===== config.mk =====
export PLATFORM = sky130hd
export DESIGN_NAME = tmds_channel_decoder
export DESIGN_NICKNAME = d
export VERILOG_FILES = /design/src/rtl/tmds_channel_decoder.sv
export SDC_FILE = /design/constraint.sdc
export NUM_CORES = 1
export LEC_CHECK = 0
export ABC_CLOCK_PERIOD_IN_PS = 3200
export CAP_MARGIN = 20
export CORE_AREA = 2 2 92 94
export DETAILED_ROUTE_END_ITERATION = 8
export DIE_AREA = 0 0 94 96
export GPL_TIMING_DRIVEN = 0
export HOLD_SLACK_MARGIN = 0.15
export MAX_ROUTING_LAYER = met4
export SLEW_MARGIN = 20
export SYNTH_ARGS = -nofsm -noshare
export SYNTH_HDL_FRONTEND = slang
export SYNTH_SLANG_ARGS = --single-unit
export TNS_END_PERCENT = 30

===== constraint.sdc =====
create_clock -name clk -period 3.2 [get_ports clk]
set_input_delay 0.64 -clock clk [delete_from_list [all_inputs] [get_ports clk]]
set_output_delay 0.64 -clock clk [all_outputs]
set_load 0.02 [all_outputs]

===== src/rtl/tmds_channel_decoder.sv =====
// One TMDS receive channel: bitslip-based word alignment on control tokens, then 10b->8b decode.
// Optional slip_count output when TMDS_SLIP_CNT_EN is defined.
module tmds_channel_decoder #(
  parameter int CTRL_RUN      = 8,
  parameter int SEARCH_WINDOW = 4096,
  parameter int SLIP_WAIT_CYC = 16,
  parameter int LOSS_WINDOW   = 65536
) (
  input  logic       clk,
  input  logic       rst_n,
  input  logic [9:0] word_in,
  input  logic       word_valid,
  output logic       bitslip,
  output logic       locked,
  output logic       out_valid,
  output logic       de,
  output logic [1:0] ctrl,
  output logic [7:0] data
`ifdef TMDS_SLIP_CNT_EN
  ,
  output logic [7:0] slip_count
`endif
);

  localparam int RW = $clog2(CTRL_RUN + 1);
  localparam int WW = $clog2(SEARCH_WINDOW + 1);
  localparam int SW = $clog2(SLIP_WAIT_CYC + 1);
  localparam int LW = $clog2(LOSS_WINDOW + 1);

  typedef enum logic [1:0] {
    ST_SEARCH    = 2'd0,
    ST_SLIP_WAIT = 2'd1,
    ST_LOCKED    = 2'd2
  } state_t;

  state_t          state_r;
  logic [RW-1:0]   run_r;
  logic [WW-1:0]   win_r;
  logic [SW-1:0]   wait_r;
  logic [LW-1:0]   loss_r;
  logic            bitslip_r;
  logic            locked_r;
  logic            out_valid_r;
  logic            de_r;
  logic [1:0]      ctrl_r;
  logic [7:0]      data_r;
  logic [7:0]      slip_cnt_r;

  logic            tok_s;
  logic [1:0]      tok_ctrl_s;
  logic [7:0]      dec_s;
  logic [RW-1:0]   run_inc_s;
  logic [WW-1:0]   win_inc_s;
  logic [LW-1:0]   loss_inc_s;

  // Returns {hit, C1, C0} for the four control tokens.
  function automatic logic [2:0] token_lookup(input logic [9:0] w);
    logic [2:0] r;
    case (w)
      10'b1101010100: r = 3'b100;
      10'b0010101011: r = 3'b101;
      10'b0101010100: r = 3'b110;
      10'b1010101011: r = 3'b111;
      default:        r = 3'b000;
    endcase
    return r;
  endfunction

  function automatic logic [7:0] tmds_decode(input logic [9:0] w);
    logic [7:0] q;
    logic [7:0] d;
    q = w[9] ? ~w[7:0] : w[7:0];
    d[0] = q[0];
    for (int i = 1; i < 8; i++) begin
      d[i] = w[8] ? (q[i] ^ q[i-1]) : ~(q[i] ^ q[i-1]);
    end
    return d;
  endfunction

  // Token classification, decoded byte and next counter values.
  always_comb begin
    {tok_s, tok_ctrl_s} = token_lookup(word_in);
    dec_s      = tmds_decode(word_in);
    run_inc_s  = run_r + RW'(1);
    win_inc_s  = win_r + WW'(1);
    loss_inc_s = loss_r + LW'(1);
  end

  // Alignment FSM, lock status and registered decode outputs.
  always_ff @(posedge clk or negedge rst_n) begin
    if (!rst_n) begin
      state_r     <= ST_SEARCH;
      run_r       <= '0;
      win_r       <= '0;
      wait_r      <= '0;
      loss_r      <= '0;
      bitslip_r   <= 1'b0;
      locked_r    <= 1'b0;
      out_valid_r <= 1'b0;
      de_r        <= 1'b0;
      ctrl_r      <= 2'b00;
      data_r      <= 8'h00;
      slip_cnt_r  <= 8'h00;
    end else begin
      bitslip_r   <= 1'b0;
      out_valid_r <= word_valid && (state_r == ST_LOCKED);
      case (state_r)
        ST_SEARCH: begin
          if (word_valid) begin
            win_r <= win_inc_s;
            run_r <= tok_s ? run_inc_s : RW'(0);
            // Lock takes priority over a window expiry on the same word.
            if (tok_s && (run_inc_s == RW'(CTRL_RUN))) begin
              state_r  <= ST_LOCKED;
              locked_r <= 1'b1;
              loss_r   <= '0;
              run_r    <= '0;
              win_r    <= '0;
            end else if (win_inc_s == WW'(SEARCH_WINDOW)) begin
              state_r   <= ST_SLIP_WAIT;
              bitslip_r <= 1'b1;
              wait_r    <= '0;
              run_r     <= '0;
              win_r     <= '0;
              if (slip_cnt_r != 8'hFF) begin
                slip_cnt_r <= slip_cnt_r + 8'd1;
              end
            end
          end
        end
        ST_SLIP_WAIT: begin
          if (wait_r == SW'(SLIP_WAIT_CYC - 1)) begin
            state_r <= ST_SEARCH;
            run_r   <= '0;
            win_r   <= '0;
          end else begin
            wait_r <= wait_r + SW'(1);
          end
        end
        ST_LOCKED: begin
          if (word_valid) begin
            loss_r <= tok_s ? LW'(0) : loss_inc_s;
            if (!tok_s && (loss_inc_s == LW'(LOSS_WINDOW))) begin
              state_r  <= ST_SEARCH;
              locked_r <= 1'b0;
              run_r    <= '0;
              win_r    <= '0;
            end
          end
        end
        default: begin
          state_r  <= ST_SEARCH;
          locked_r <= 1'b0;
          run_r    <= '0;
          win_r    <= '0;
        end
      endcase
      if (word_valid && (state_r == ST_LOCKED)) begin
        if (tok_s) begin
          de_r   <= 1'b0;
          ctrl_r <= tok_ctrl_s;
        end else begin
          de_r   <= 1'b1;
          data_r <= dec_s;
        end
      end
    end
  end

  assign bitslip   = bitslip_r;
  assign locked    = locked_r;
  assign out_valid = out_valid_r;
  assign de        = de_r;
  assign ctrl      = ctrl_r;
  assign data      = data_r;
`ifdef TMDS_SLIP_CNT_EN
  assign slip_count = slip_cnt_r;
`endif

endmodule


==> out/qor.txt <==
=================================================================================================
Achievable clock frequency .........................................................    334.0 MHz
Classification of the worst setup path ............................................. register to register
Area share of the largest cell type after synthesis ................................       38.87%
Detailed-placement wirelength estimate .............................................      5949 um
Floorplan die height ...............................................................        96 um
Total non-filler cell area in the finished layout ..................................     4140 um2
Switching share of power ...........................................................       30.62%
Main synth FF type .................................................................      dfrtp_1
Global placement routability congestion ............................................       0.8295
Grt ovf ............................................................................            0
Proportion of power drawn by flip-flops and latches ................................        50.7%
Lkg Pwr ............................................................................  0.001778 uW
TritonCTS clock tree ...............................................................         done
Most area-consuming cells after synthesis .......................................... dfrtp_1 39%, o21ai_0 6.1%, o31ai_1 5.1%
Share of synthesized area occupied by flip-flops and latches .......................       38.87%
Final Cycle Share ..................................................................       93.57%
Signal arrival time at the worst endpoint ..........................................      3.20 ns
Worst Setup Start Kind .............................................................     register
RSZ-0062 raised after global routing ...............................................        false
Violation count after the first detailed-routing iteration .........................          260
Power share of the clock group .....................................................        30.7%
Number of remaining DRC errors .....................................................            0
Crit path required time ............................................................      3.40 ns
Cell-internal power ................................................................      1150 uW
Number of nets in the finished design ..............................................          468
Initial Utilization ................................................................       43.98%
Final number of hold-violating endpoints ...........................................            0
Cell area after placement ..........................................................     3948 um2
Worst Hold Class ................................................................... register to register
Switching pwr ......................................................................     507.6 uW
Post-synth net total ...............................................................          431
Via count of the first global-routing pass .........................................        3,056
CP Max Fanout ......................................................................           10
Max IR drop VDD ....................................................................    0.2363 mV
Normalized max-slew margin .........................................................       52.49%
Synth Area per Inst ................................................................    8.765 um2
Iteration count of the initial detailed-routing pass ...............................            5
Dominant cell type by area after synthesis .........................................      dfrtp_1
Layout Utilization .................................................................       51.42%
Transition time at the pin with the least slew margin ..............................    0.7072 ns
Number of max-slew violations in the final report ..................................            0
Initial antenna violation count ....................................................            0
Number of cell rows ................................................................           33
GRT Overall Usage ..................................................................       21.27%
Share of flip-flops with an asynchronous set or reset ..............................       100.0%
Crit path time final ...............................................................     2.994 ns
Source-to-sink clock delay at the later pin of the worst-skew pair .................      0.32 ns
Count of H-tree levels built during CTS ............................................            2
First-pass GRT wire length .........................................................    14,860 um
I/O pin total ......................................................................           27
Antenna violation net count after detailed routing .................................            0
Cell Area, Synth ...................................................................     3541 um2
Cell count after synthesis .........................................................          404
Routed length per placed instance ..................................................     15.74 um
Average vias per placed instance ...................................................        5.793
Synth-to-layout area growth ........................................................       16.93%
Pin count of the biggest net entering global routing ...............................           55
Combinational Power Share ..........................................................        18.6%
TritonCTS buffer count .............................................................            5
Number of flops mapped to enable cells by yosys ....................................            0
Maximum clock insertion buffer count ...............................................            2
Result of the run ..................................................................    completed
Number of sinks driven by the clock tree ...........................................           55
Number of distinct library cell variants in the gate-level netlist after synthesis .           63
Port bufs ..........................................................................           25
Clock slew seen by the registers of the worst setup and hold paths .................      0.11 ns
Fraction of final layout cells with drive strength greater than 1 ..................       10.63%
Die area ...........................................................................     9024 um2
Final clock skew ...................................................................   0.01076 ns
Via count ..........................................................................        3,169
Number of filler instances in the final layout .....................................          750
Aggregate routed wire length .......................................................      8608 um
Die Wd .............................................................................        94 um
Root buffer cell ...................................................................     clkbuf_8
Pwr per Cell Area .................................................................. 400.5 nW/um2
Critical path endpoint category ....................................................     register
Total of max-cap violations ........................................................            0
Seq cells post-synth ...............................................................           55
Number of antenna cells inserted ...................................................            0
Core Region ........................................................................     8051 um2
Final-report setup violation count .................................................            0
Smallest hold slack ................................................................    0.4913 ns
Warning count from the yosys run ...................................................            0
=================================================================================================
logic make-up (layout without fill, tap and decap cells):
logic type                 after synthesis  count (layout)  synth area share, %
AOI/OAI and AO/OA                      112             112                21.66
xor gates and xnor gates                13              13                3.216
adders and majority gates               14              14                4.947
buffers and inverters                   43              81                5.159
DFF                                     55              55                38.87
muxes                                    5               5                1.484
and+or+nand+nor                        162             162                24.66
worst max-delay path, stage by stage, from the launching register on:
cell	delay [ns]
dfrtp_1	0.48
ha_1	0.19
buf_2	0.19
nand2_1	0.11
or4_1	0.54
mux2i_1	0.19
nor4_4	0.37
a211oi_4	0.15
buf_2	0.23
o31ai_1	0.30
o41ai_2	0.12
cell usage after synthesis, types with 2 or more instances:
cell / number
and3_1: 14
nand3b_1: 2
ha_1: 14
mux2_2: 2
and4_1: 5
clkbuf_1: 11
o41ai_1: 2
a21oi_1: 10
and3b_1: 2
or2_2: 3
nand4_1: 8
o22ai_1: 3
nor3_1: 13
a21boi_0: 2
a22o_1: 2
a31o_2: 3
a2bb2oi_1: 2
a31oi_1: 3
xnor2_1: 10
o31ai_1: 24
nor2_1: 26
o21ai_0: 43
nor2b_1: 3
mux2i_1: 3
nand2_1: 38
o41ai_2: 3
nor4_1: 4
or3_1: 3
buf_2: 7
xor2_1: 3
and2_1: 5
inv_1: 22
nor4b_1: 2
dfrtp_1: 55
nand3_1: 19
nand2b_1: 6
repair_timing:
| action | CTS | global route |
|---|---|---|
| pin swaps | 0 | 2 |
| gates resized for setup | 1 | 11 |
| setup buffers | 0 | 3 |
| hold endpoints to repair | 1 | 0 |
| hold buffers | 1 | 0 |
| setup endpoints to repair | 13 | 29 |
power by group through the flow:
stage	clock (uW)	sequential [uW]	combinational, uW
3_5_place_dp	0	847	307
4_1_cts	524	836	308
6_report	509	841	308
3_3_place_gp	0	849	295
5_1_grt	549	854	355
2_1_floorplan	0	832	214
through the flow:
stage	cells	setup TNS (ns)	setup WS [ns]	total power, uW
floorplan	404	0	0.4557	1046
global placement	534	-29.83	-0.4067	1144
detailed placement	535	-10.20	-0.4652	1154
CTS	544	0	0.04642	1668
global route	547	0	0.02252	1757
finish	547	0	0.2057	1658
placed cells by master, fill, tap and decap left out, types with 7 or more instances in the layout:
cell type / netlist / final
a21oi_1: 10 / 10
and3_1: 14 / 14
buf_2: 7 / 7
clkbuf_1: 11 / 8
clkdlybuf4s50_1: 0 / 24
dfrtp_1: 55 / 54
ha_1: 14 / 14
inv_1: 22 / 22
nand2_1: 38 / 38
nand3_1: 19 / 18
nand4_1: 8 / 8
nor2_1: 26 / 25
nor3_1: 13 / 13
o21ai_0: 43 / 43
o31ai_1: 24 / 24
xnor2_1: 10 / 10
routing by layer:
layer / share of wire (%) / vias to the layer above / routed length [um] / global-route usage, %
li1: - / 1555 / - / -
met2: 44 / 59 / 3816 / 32.92
met4: 1.2 / 0 / 106 / 5.193
met5: 0 / - / 0 / -
met3: 3.8 / 11 / 323 / 3.367
met1: 51 / 1544 / 4361 / 29.50
registers in the layout, summed over array words and instances, names as in the netlist:
register,cells
loss_r,17
ctrl,2
wait_r,5
locked,1
data,8
de,1
state_r,2
win_r,13
run_r,4
out_valid,1
bitslip,1
final timing paths:
kind | from | to | slack [ns] | cells after the start
min in group asynchronous | rst_n | bitslip | 0.64 | 2
max in group asynchronous | rst_n | loss_r[0] | 2.09 | 3
worst min-delay path | data[0] | data[0] | 0.49 | 2
worst max register to register | loss_r[1] | win_r[11] | 0.21 | 10
worst max-delay path | loss_r[1] | win_r[11] | 0.21 | 10
worst min register to register | data[0] | data[0] | 0.49 | 2
final cells by class:
class / instances / area, um2 / area share, %
Tap cell: 105 / 131.4 / 3.173
Clock inverter: 2 / 38.79 / 0.9368
Buffer: 21 / 103.9 / 2.508
Inverter: 22 / 82.58 / 1.995
Timing Repair Buffer: 30 / 307.8 / 7.434
Sequential cell: 55 / 1378 / 33.27
Multi-Input combinational cell: 306 / 2016 / 48.69
Clock buffer: 6 / 82.58 / 1.995
(Power assumes the default switching activity.)
